==> config.mk <==
export PLATFORM = sky130hd
export DESIGN_NAME = syncfifo_gearbox
export DESIGN_NICKNAME = d
export VERILOG_FILES = /design/src/rtl/syncfifo_gearbox.sv
export SDC_FILE = /design/constraint.sdc
export NUM_CORES = 1
export LEC_CHECK = 0
export ABC_AREA = 0
export BUFFER_PORTS_ARGS = -buffer_cell sky130_fd_sc_hd__buf_2
export CAP_MARGIN = 30
export CORE_ASPECT_RATIO = 0.75
export CORE_MARGIN = 2
export CORE_UTILIZATION = 45
export DETAILED_ROUTE_END_ITERATION = 6
export SYNTH_ARGS = -nofsm -noshare
export SYNTH_HDL_FRONTEND = slang
export SYNTH_SLANG_ARGS = --single-unit
==> constraint.sdc <==
create_clock -name clk -period 5.88 [get_ports clk]
set_clock_uncertainty 0.2 [all_clocks]
set_input_delay 1.176 -clock clk [delete_from_list [all_inputs] [get_ports clk]]
set_output_delay 1.176 -clock clk [all_outputs]
set_load 0.005 [all_outputs]
==> src/rtl/syncfifo_gearbox.sv <==
// Synchronous FIFO with a width-converting front/back end.
// Upsize: a packer gathers narrow input slices into one wide word before it
// enters the main buffer. Downsize: wide stored words are read out slice by
// slice. With equal widths it is a plain synchronous FIFO.
// Each stored word carries its count of valid slices, which a partial
// upsize word needs.
module syncfifo_gearbox #(
  parameter int DIN_WIDTH  = 8,
  parameter int DOUT_WIDTH = 32,
  parameter int ADDR_WIDTH = 4,
  parameter int FWFT_EN    = 1,
  parameter int MSB_FIFO   = 1,
  parameter int AFULL_TH   = (2 ** ADDR_WIDTH) - 2,
  parameter int AEMPTY_TH  = 1,
  localparam int R  = (DOUT_WIDTH > DIN_WIDTH) ? DOUT_WIDTH / DIN_WIDTH
                                               : DIN_WIDTH / DOUT_WIDTH,
  localparam int SW = $clog2(R + 1),
  localparam int CW = ADDR_WIDTH + $clog2(R) + 1
) (
  input  logic                  clk,
  input  logic                  rst_n,
  input  logic [DIN_WIDTH-1:0]  din,
  input  logic                  wr_en,
  input  logic                  din_last,
  output logic                  full,
  output logic                  almost_full,
  output logic                  overflow,
  output logic [DOUT_WIDTH-1:0] dout,
  output logic [SW-1:0]         dout_slices,
  input  logic                  rd_en,
  output logic                  empty,
  output logic                  almost_empty,
  output logic                  underflow,
  output logic [CW-1:0]         data_count
);

  localparam int  CAP  = 2 ** ADDR_WIDTH;
  localparam bit  UP   = DOUT_WIDTH > DIN_WIDTH;
  localparam bit  DN   = DIN_WIDTH > DOUT_WIDTH;
  localparam int  WW   = UP ? DOUT_WIDTH : DIN_WIDTH;
  localparam int  NW   = UP ? DIN_WIDTH : DOUT_WIDTH;
  localparam int  SELW = (R > 1) ? $clog2(R) : 1;

  logic [WW-1:0]         mem    [CAP];
  logic [SW-1:0]         sc_mem [CAP];
  logic [ADDR_WIDTH:0]   wr_ptr, rd_ptr;
  logic [SELW-1:0]       pk_cnt, rd_sel, pk_pos, rd_pos;
  logic [WW-1:0]         pk_data, wr_word, rd_word;
  logic [SW-1:0]         wr_sc, rd_sc, slices_q;
  logic [CW-1:0]         cnt, cnt_inc, cnt_dec;
  logic [DOUT_WIDTH-1:0] rd_slice, dout_q;
  logic                  wr_ok, rd_ok, pop, push, last_in, last_out;

  assign empty = (wr_ptr == rd_ptr);
  assign full  = (wr_ptr[ADDR_WIDTH] != rd_ptr[ADDR_WIDTH]) &&
                 (wr_ptr[ADDR_WIDTH-1:0] == rd_ptr[ADDR_WIDTH-1:0]);

  assign data_count   = cnt;
  assign almost_full  = (cnt >= CW'(AFULL_TH));
  assign almost_empty = (cnt <= CW'(AEMPTY_TH));

  // FWFT shows the head slice directly; otherwise the registered read result
  assign dout        = (FWFT_EN != 0) ? (empty ? '0 : rd_slice) : dout_q;
  assign dout_slices = (FWFT_EN != 0) ? (empty ? '0 : rd_sc) : slices_q;

  // Handshake qualification, slice placement and count deltas.
  // A read that frees a main-buffer slot lets a write through even when full,
  // so rd+wr at full keeps the buffer full.
  always_comb begin
    pk_pos   = (MSB_FIFO != 0) ? SELW'(R - 1) - pk_cnt : pk_cnt;
    rd_pos   = (MSB_FIFO != 0) ? SELW'(R - 1) - rd_sel : rd_sel;
    last_in  = !UP || (pk_cnt == SELW'(R - 1)) || din_last;
    last_out = !DN || (rd_sel == SELW'(R - 1));
    rd_ok    = rd_en && !empty;
    pop      = rd_ok && last_out;
    wr_ok    = wr_en && (!full || pop);
    push     = wr_ok && last_in;
    wr_word  = UP ? (pk_data | (WW'(din) << (pk_pos * NW))) : WW'(din);
    wr_sc    = UP ? SW'(pk_cnt) + SW'(1) : SW'(1);
    rd_word  = mem[rd_ptr[ADDR_WIDTH-1:0]];
    rd_sc    = sc_mem[rd_ptr[ADDR_WIDTH-1:0]];
    rd_slice = DN ? DOUT_WIDTH'(rd_word >> (rd_pos * NW)) : DOUT_WIDTH'(rd_word);
    cnt_inc  = wr_ok ? CW'(DN ? R : 1) : '0;
    cnt_dec  = rd_ok ? (UP ? CW'(rd_sc) : CW'(1)) : '0;
  end

  // Storage array: contents are only meaningful between the pointers
  always_ff @(posedge clk) begin
    if (push) begin
      mem[wr_ptr[ADDR_WIDTH-1:0]]    <= wr_word;
      sc_mem[wr_ptr[ADDR_WIDTH-1:0]] <= wr_sc;
    end
  end

  // Pointers, packer, unpacker, occupancy and error pulses
  always_ff @(posedge clk or negedge rst_n) begin
    if (!rst_n) begin
      wr_ptr    <= '0;
      rd_ptr    <= '0;
      pk_data   <= '0;
      pk_cnt    <= '0;
      rd_sel    <= '0;
      cnt       <= '0;
      overflow  <= 1'b0;
      underflow <= 1'b0;
    end else begin
      if (push) wr_ptr <= wr_ptr + (ADDR_WIDTH + 1)'(1);
      if (pop)  rd_ptr <= rd_ptr + (ADDR_WIDTH + 1)'(1);
      if (UP && wr_ok) begin
        if (last_in) begin
          pk_data <= '0;
          pk_cnt  <= '0;
        end else begin
          pk_data <= wr_word;
          pk_cnt  <= pk_cnt + SELW'(1);
        end
      end
      if (DN && rd_ok) rd_sel <= last_out ? '0 : rd_sel + SELW'(1);
      cnt       <= cnt + cnt_inc - cnt_dec;
      overflow  <= wr_en && !wr_ok;
      underflow <= rd_en && empty;
    end
  end

  // Registered read port used when first-word-fall-through is off
  always_ff @(posedge clk or negedge rst_n) begin
    if (!rst_n) begin
      dout_q   <= '0;
      slices_q <= '0;
    end else if (rd_ok) begin
      dout_q   <= rd_slice;
      slices_q <= rd_sc;
    end
  end

endmodule

==> metrics.yaml <==
status:
  outcome: "finished clean"
yosys:
  yosys_register_bits: 613
  synth_common_cells: "560 x edfxtp_1, 140 x mux4_2, 72 x nand2_1"
  syn_inst: 1188
  yosysTopAreaCell: "edfxtp_1"
  synth_largest_type_area_fraction: 0.704
  synth_edf_count: 560
  synthTopCellsByArea: "edfxtp_1 70%, mux4_2 13%, dfrtp_1 5.6%, o22ai_1 1.8%, nand2_1 1.1%"
  synth_most_common_cell: "edfxtp_1"
  netlist_area_sq_um: 23900
  syn_nets: 1221
  yosysSeqAreaShare: 0.759
  yosysWarnings: 0
  synthDistinctLibCells: 45
  synthFlopType: "edfxtp_1"
  async_reset_ff_frac: 0.0865
  syn-mean-instance-area_sq_um: 20.1
cts:
  clock_latency_ns: 0.61
  cts_setup_buffers: 0
  hold_buffers: 0
  post_cts_resized: 0
  cts_max_level: 2
  cts_root_buf: "clkbuf_16"
  cts-buffers-inserted: 58
  cts_tree: "yes"
  clk_pin_slew_worst_paths_ns: 0.06
  clockBufferDepth: 3
  cts_sinks: 613
die:
  placementRows: 73
  initial_core_util: 0.453
  fp.dieH_um: 204
  die-width_um: 270
  io_pins: 61
  fp.coreArea_sq_um: 52700
  fp.dieArea_sq_um: 55000
placement:
  place_area_sq_um: 25100
  port_buffers: 60
  hpwl_mm: 30.1
  dp_cells: 1928
  gp_congestion: 0.745
cells_and_area:
  layout-drive-gt1-share: 0.263
  n_antenna_cell: 0
  final_area_sq_um: 27000
  areaGrowthSynthToFinish_pct: 13.0
  n_fill_cell: 4163
  final_net_count: 1309
  layoutNonFillerInstCount: 2037
grt:
  grt_pass1_wl_mm: 80.2
  grt.total_usage: 0.199
  grt-ovfl-total: 0
  grt_max_degree: 54
  antenna_found_initial: 0
  grt_pass1_vias: 11900
critical_path:
  crit_chain: "or2_2 -> buf_4 -> o22ai_1 -> nor3_1 -> buf_2"
  cp_top_family: "simple AND/OR/NAND/NOR gates"
  cp_slowest_stage_delay_ns: 0.94
  worstPathArrival_ns: 3.42
  end_kind: "output pin"
  cp_max_fo: 49
  critPathKind: "register to output pin"
  worstPathRequired_ns: 4.50
  critPathLaunchType: "register"
  worst-path-buf-inv: 2
  crit_slowest_cell: "dfrtp_4"
worst_hold_path:
  hold_class: "register to register"
pwr:
  power_leakage_nw: 9.17
  finalPower_w: 0.0133
  vdd_drop_max_mv: 0.276
  powerDensity_nw_per_um2: 494
run:
  cap_violations: 0
routing:
  drcViolationCount: 0
  wirelength_mm: 54.0
  drt-pass1-iter-count: 5
  num_vias: 11700
  routedWlPerCell_um: 26.5
  viasPerCell: 5.76
  final_antenna_net_count: 0
  drtIter0Drc: 1245
sta:
  max-slew-margin-rel: 0.370
  finalSetupTns_ns: 0
  fin_crit_sh: 0.815
  whs_ns: 0.270
  max_freq_mhz: 209
  fin_crit_ns: 4.79
  drv_slew: 0
  rsz0062_at_grt: "no"
  hold_viol: 0
  worst_pin_slew_ns: 0.945
  setup_viol: 0
-- cell type report --
cell class              count  area (sq um)  share of cell area
multi-input cells         490          5390               0.200
repair buffers             96           611              0.0226
inverters                  17          63.8             0.00236
clock inverters            34           338              0.0125
clock buffers              75          1570              0.0580
flip-flops and latches    613         18200               0.672
well taps                 712           891              0.0330
-- flip-flops by register name (all words and copies together) (netlist names) --
register	count
underflow	1
overflow	1
sc_mem	48
rd_ptr	5
mem	512
wr_ptr	5
pk_cnt	2
data_count	7
pk_data	32
-- where the power goes --
part,internal [W],leakage (nW),switching (W)
clock,0.00214,0.922,0.00159
sequential,0.00538,5.82,0.000320
combinational,0.00172,2.42,0.00218
-- worst reg2reg max path, cell delays in order, from the launching register on --
cell,delay (ns)
dfrtp_4,0.94
xor2_1,0.18
nor4_2,0.44
a21bo_2,0.79
ha_1,0.36
inv_1,0.05
ha_1,0.15
inv_1,0.06
fa_1,0.45
inv_1,0.08
a21oi_1,0.05
o21ai_0,0.31
a2111oi_0,0.17
nor3b_1,0.23
-- logic make-up (layout without fill, tap and decap cells) --
logic type      Yosys count  in the layout  synth area share
compound gates          142            142            0.0380
xor+xnor                 17             17           0.00623
mux                     141            141             0.132
simple gates            170            170            0.0353
fa+ha+maj                20             20            0.0108
flops                   613            613             0.759
buf+inv                  85            222            0.0181
-- layer usage --
layer | GRT usage | share of wire | routed length (um)
met5 | 0 | 0 | 0
met4 | 0.0393 | 0.015 | 795
met3 | 0.0336 | 0.059 | 3200
met2 | 0.319 | 0.48 | 25700
met1 | 0.292 | 0.45 | 24400
-- final timing paths --
path                                        start                       to  slack [ns]  cells after the start
max reg2reg                 rd_ptr[1]$_DFFE_PN0P_  data_count[6]$_DFF_PN0_        1.33                     13
min                        pk_data[7]$_DFFE_PN0P_   pk_data[7]$_DFFE_PN0P_        0.27                      2
min in group asynchronous                   rst_n    wr_ptr[4]$_DFFE_PN0P_        0.53                      2
min reg2reg                pk_data[7]$_DFFE_PN0P_   pk_data[7]$_DFFE_PN0P_        0.27                      2
max                         rd_ptr[1]$_DFFE_PN0P_                 dout[30]        1.09                      5
max in group asynchronous                   rst_n    rd_ptr[1]$_DFFE_PN0P_        4.37                      2
-- per-stage QoR --
step | util | worst slack, ns
after floorplan | - | 0.687
after global placement | 0.475 | 1.39
after detailed placement | 0.476 | 1.34
after CTS | 0.513 | 0.940
after global routing | 0.513 | 0.900
final | 0.513 | 1.09
-- placed cells by master (no fill, tap or decap), types with 3 or more instances in the layout --
cell type	netlist	final
nand2_1	72	71
nor3_1	36	36
clkbuf_8	0	3
and3_1	7	3
clkbuf_1	31	13
buf_4	20	34
clkinv_1	0	12
and4_2	0	3
o21ai_0	28	28
a21oi_1	4	4
edfxtp_1	560	560
mux4_2	140	140
nor2_1	14	9
nand3_1	6	6
ha_1	19	19
clkinvlp_4	0	4
nor3b_2	0	4
a21o_1	34	34
dfrtp_1	53	50
buf_2	10	60
bufinv_16	0	6
dfrtp_4	0	3
nor2b_1	3	3
o22ai_1	68	68
clkinv_2	0	9
nand3b_1	8	8
nand4_1	3	3
xor2_1	9	9
and3_2	0	4
xnor2_1	8	8
inv_1	17	17
nor2_4	0	4
clkbuf_16	0	59
Power figures use the tool's default switching activity.
